==> config.mk <==
export PLATFORM = sky130hd
export DESIGN_NAME = piso_shifter
export DESIGN_NICKNAME = d
export VERILOG_FILES = /design/src/rtl/serial_adder_pkg.sv /design/src/rtl/piso_shifter.sv
export SDC_FILE = /design/constraint.sdc
export NUM_CORES = 1
export LEC_CHECK = 0
export CORE_MARGIN = 10
export CORE_UTILIZATION = 30
export DETAILED_ROUTE_END_ITERATION = 10
export SLEW_MARGIN = 20
export SYNTH_ARGS = -nofsm -noshare
export SYNTH_HDL_FRONTEND = slang
export SYNTH_SLANG_ARGS = --single-unit
==> constraint.sdc <==
create_clock -name clk -period 3.65 [get_ports clk]
set_input_delay 0.73 -clock clk [delete_from_list [all_inputs] [get_ports clk]]
set_output_delay 0.73 -clock clk [all_outputs]
set_load 0.01 [all_outputs]
==> src/rtl/serial_adder_pkg.sv <==
// Shared types and constants for the serial adder datapath.
package serial_adder_pkg;

    typedef enum logic [0:0] {IDLE, SHIFT} state_t;

    localparam int unsigned DEF_WIDTH = 8;
    localparam int unsigned DEF_PAD   = 1;

    function automatic int unsigned frame_len(input int unsigned width, input int unsigned pad);
        return width + pad;
    endfunction

endpackage

==> src/rtl/piso_shifter.sv <==
// Parallel-in, serial-out operand transmitter: LSB-first word followed by PAD zero bits,
// with a valid/ready load handshake and gapless reload on the final beat.
module piso_shifter
    import serial_adder_pkg::*;
#(
    parameter int unsigned WIDTH = DEF_WIDTH,
    parameter int unsigned PAD   = DEF_PAD
) (
    input  logic             clk,
    input  logic             rst,
    input  logic             load_valid,
    output logic             load_ready,
    input  logic [WIDTH-1:0] data_in,
    input  logic             adv,
    output logic             serial_valid,
    output logic             serial_out,
    output logic             last,
    output logic             busy
);

    localparam int unsigned FRAME = frame_len(WIDTH, PAD);
    localparam int unsigned CW    = $clog2(FRAME + 1);

    localparam logic [CW-1:0] LAST_CNT = CW'(FRAME - 1);
    localparam logic [CW-1:0] DATA_CNT = CW'(WIDTH);

    state_t           r_state;
    logic [WIDTH-1:0] r_shreg;
    logic [CW-1:0]    r_cnt;

    logic w_shift;
    logic w_last;
    logic w_load;

    assign w_shift = (r_state == SHIFT);
    assign w_last  = w_shift && (r_cnt == LAST_CNT);
    assign w_load  = load_valid && load_ready;

    // A word is only taken when idle or on the consumed final beat (gapless reload).
    assign load_ready = !rst && ((r_state == IDLE) || (w_last && adv));

    assign serial_valid = w_shift;
    assign busy         = w_shift;
    assign last         = w_last;
    assign serial_out   = (w_shift && (r_cnt < DATA_CNT)) ? r_shreg[0] : 1'b0;

    always_ff @(posedge clk) begin
        if (rst) begin
            r_state <= IDLE;
            r_shreg <= '0;
            r_cnt   <= '0;
        end else if (w_load) begin
            r_state <= SHIFT;
            r_shreg <= data_in;
            r_cnt   <= '0;
        end else if (w_shift && adv) begin
            if (w_last) begin
                r_state <= IDLE;
                r_cnt   <= '0;
            end else begin
                r_shreg <= r_shreg >> 1;
                r_cnt   <= r_cnt + CW'(1);
            end
        end
    end

endmodule

# Yosys cells after proc, flatten, opt, wreduce, memory -nomap -nowiden
# Cells that the tools add are included.
[word_totals] reg_bits=13 inputBits=12 word_cells=29
[op_classes] n_mux=8 n_eq_ne=2 addsub=1 reduce_logical=13 bitwise=1 n_lt_le_gt_ge=1
[op_table] op="8-bit 2-to-1 mux" count=3
[op_table] op="1-bit logical AND" count=6
[op_table] op="4-bit by 1-bit adder with 4-bit output, second input constant" count=1
[op_table] op="4-bit == test, second input constant" count=1
[op_table] op="4-bit less-than comparator, second input constant" count=1
[op_table] op="1-bit 2-to-1 mux" count=4
[op_table] op="4-bit 2-to-1 mux" count=1
[op_table] op="2-bit AND reduction" count=2
[op_table] op="2-bit nonzero test" count=2
[op_table] op="2-bit by 1-bit != test with 1-bit output, second input constant" count=1
[op_table] op="2-bit OR reduction" count=1
[op_table] op="1-bit logical NOT" count=1
[op_table] op="1-bit logical OR" count=1
[op_table] op="1-bit NOT" count=1

# Longest topological paths before layout
[logic_depth] ltp_word=8 mapped_depth=6 ltp_nobuf=5

# Worst setup path before layout
# No wires, ideal clock.
[synth_path] path_type="input port to output port" from="in adv" to="out load_ready" stages=3 t_required_ps=2920 setup_slack_ps=1690 path_buffers=1 arrival_ps=1230 cell_sequence="nand4b_1 > buf_2 > a21oi_1"
[synth_between] elab_chain_len=3
[synth_rtl] item="from (decl)" line="piso_shifter.sv:14" source="input logic adv,"
[synth_rtl] item="1-bit logical AND" line="piso_shifter.sv:40" source="assign load_ready = !rst && ((r_state == IDLE) || (w_last && adv));"
[synth_rtl] item="1-bit logical OR" line="piso_shifter.sv:40"
[synth_rtl] item="1-bit logical AND" line="piso_shifter.sv:40"
[synth_rtl] item="to (decl)" line="piso_shifter.sv:12" source="output logic load_ready,"
# No other way between the ends.

# Worst setup path in the final report
# Ends and elaborated chain as after synthesis.

==> summary.md <==
| Metric | Value |
|---|---|
| Clk_skew | 1.683 ps |
| Post-CTS resize count | 0 |
| FF+latch count, synth | 13 |
| Net count, final | 117 |
| Seq/Total Area, Yosys | 35.62% |
| CTS max path bufs | 2 |
| CTS tree | yes |
| Post-DP HPWL | 1.349 mm |
| Remaining DRCs | 0 |
| CTS Buf Count | 3 |
| Clock slew at reported path FFs | 80 ps |
| # setup viols final | 0 |
| Hold Path Class | reg -> reg |
| Initial antenna violation count | 0 |
| Slew Limit Fails | 0 |
| Peak supply drop | 0.0002206 V |
| Layout cell share with drive strength beyond 1 | 7.843% |
| Setup ws final | 844.2 ps |
| Cells after Synth | 86 |
| H-tree Lvls | 1 |
| GP Congestion | 0.7756 |
| Leakage power | 0.3186 nW |
| WHS Path Cells | 2 |
| Setup TNS | 0 ps |
| Required time of the worst setup path | 2920 ps |
| Critical path data arrival time | 2080 ps |
| Startpoint types | input port |
| Vias per cell | 5.500 |
| Synthesized Nets | 100 |
| Vias | 715 |
| Fill cells | 233 |
| Fmax | 0.3564 GHz |
| Post-synth EDFFs | 0 |
| Initial detailed-routing violation count | 32 |
| Synth Area in Simple Gates | 19.52% |
| Fin crit share | 76.87% |
| Outcome | completed |
| R2R cell count | 4 |
| Root buffer cell | clkbuf_4 |
| GRT Util Overall | 8.116% |
| Diode count | 0 |
| Pre-Repair DR Iteration Count | 4 |
| Antenna viol nets, final | 0 |
| Slew HR | 66.52% |
| IO Pins | 17 |
| Top cell type's share of synthesized area | 35.62% |
| Layout area overhead | 28.25% |
| Distinct cells, synth | 28 |
| Mean Syn Cell Area | 8.497 µm² |
| Hold buffers post-CTS | 0 |
| MaxCap Viol Count | 0 |
| Worst skew pair latency | 280 ps |
| Mux cell area share after synthesis | 2.740% |
| Critical setup path kind | in -> out |
| Post-CTS Setup Inserts | 0 |
| RSZ-0062 raised after global routing | false |
| Yosys Warn Count | 0 |
| Fraction of synthesized cell area in xor and xnor cells | 0% |
| WL final | 1.911 mm |
| Pin count of the biggest net entering global routing | 17 |
| Global-route wire length before repair | 3.387 mm |
| Post-synth top cells | dfxtp_1, a211oi_1, a311oi_1, o21ai_0, nand4_1 |
| CORE AREA | 0.002276 mm² |
| CP Max Fanout | 2 |
| Async set-reset flop share out of synthesis | 0% |
| Grt total ovfl | 0 |
| Clk sinks | 13 |
| Chip height | 69.35 µm |
| Most used flip-flop cell after synthesis | dfxtp_1 |
| Tmin final | 2806 ps |
| Top area cells in the synthesized netlist | dfxtp_1, a311oi_1, a211oi_1 |
| DIE WIDTH | 69.35 µm |
| Final Hold Violating Endpoints | 0 |
| Cell taking the most area after synthesis | dfxtp_1 |
| Synth Area in Compound Gates | 29.97% |
| Area of the mapped netlist | 730.7 µm² |
| Num rows | 17 |
| Main combinational cell family by area after synthesis | compound AO/OA/AOI/OAI gates |
| Least-Margin Pin Slew | 501.5 ps |
| Number of global-route vias before repair | 685 |
| Pre-CTS setup slack | 850.8 ps |
| Port bufs | 16 |
| Die ar. | 0.004809 mm² |
| Initial core utilization | 32.11% |
| Pwr per Cell Area | 324.1 mW/mm² |
| Crit. End Element | primary output |
| Drt wl/cell | 14.70 µm |
| Adder-Cell Fraction of Synth Area | 3.425% |
| Most frequent cell after synthesis | dfxtp_1 |
==> worst max-delay path, cell delays in order <==
cell and delay [ps]:
clkdlybuf4s50_1 480, nand4b_1 130, a21oi_1 180, clkdlybuf4s50_1 560
==> cell families (layout without fill, tap and decap cells) <==
logic type / count (synthesis) / count (layout)
muxes: 2 / 2
adders and majority gates: 2 / 2
AOI/OAI and AO/OA: 32 / 32
and+or+nand+nor: 24 / 24
buffers and inverters: 13 / 29
DFF: 13 / 13
==> power breakdown <==
| part | switching [mW] | internal (mW) |
|---|---|---|
| clock network | 0.0490 | 0.0424 |
| logic | 0.0248 | 0.0291 |
| registers | 0.00772 | 0.151 |
| total | 0.0815 | 0.222 |
==> stage by stage <==
stage	utilization [%]	power [mW]	instance area [µm²]	hold slack (ps)	instances
CTS	41.18	0.3053	937.1	505.6	130
floorplan	-	0.1895	730.7	462.6	86
finish	41.18	0.3037	937.1	507.1	130
global route	41.18	0.3187	937.1	534.0	130
global placement	40.02	0.2148	910.9	492.5	126
detailed placement	40.02	0.2157	910.9	494.5	126
==> final timing paths <==
kind	slack (ps)	end	startpoint
setup reg to reg	2010	r_shreg[6]	busy
setup / recovery	840	load_ready	adv
hold / removal	510	r_shreg[0]	r_shreg[0]
hold reg to reg	510	r_shreg[0]	r_shreg[0]
==> state kept, by name (all words and copies together) (netlist names) <==
register,flops
busy,1
r_shreg,8
r_cnt,4
==> routing by layer <==
metal  vias up  wire (µm)  GRT usage (%)  share of wire, %
li1        363          -              -                 -
met1       325        928          10.85                49
met2        27        842          11.39                44
met3         0        141          3.566               7.4
met4         0          0          1.996                 0
met5         -          0              0                 0
==> placed cells by master (no fill, tap or decap) <==
cell type         n
clkbuf_4          3
a311oi_1          8
and3b_1           1
nand3b_1          1
nand4_1           7
nand2_1           2
o21ai_0           8
a21o_1            2
or3_1             1
a211oi_1          8
and3_1            1
ha_1              2
o21ai_1           1
clkbuf_1          1
dfxtp_1          13
clkdlybuf4s50_1  16
nand2b_1          2
nor3b_1           1
nor3_1            1
buf_4             4
mux2i_1           2
a21oi_2           1
a21oi_1           4
inv_1             5
nand4b_1          1
nor2b_1           1
nor2_1            2
nand3_1           3
==> final cells by class <==
class	count	area, µm²	area share, %
Timing Repair Buffer	20	190.2	20.29
Inverter	5	18.77	2.003
Multi-Input combinational cell	60	406.6	43.39
Tap cell	28	35.03	3.738
Clock buffer	4	26.28	2.804
Sequential cell	13	260.3	27.77
No activity file was read; power rests on OpenSTA's default activity.
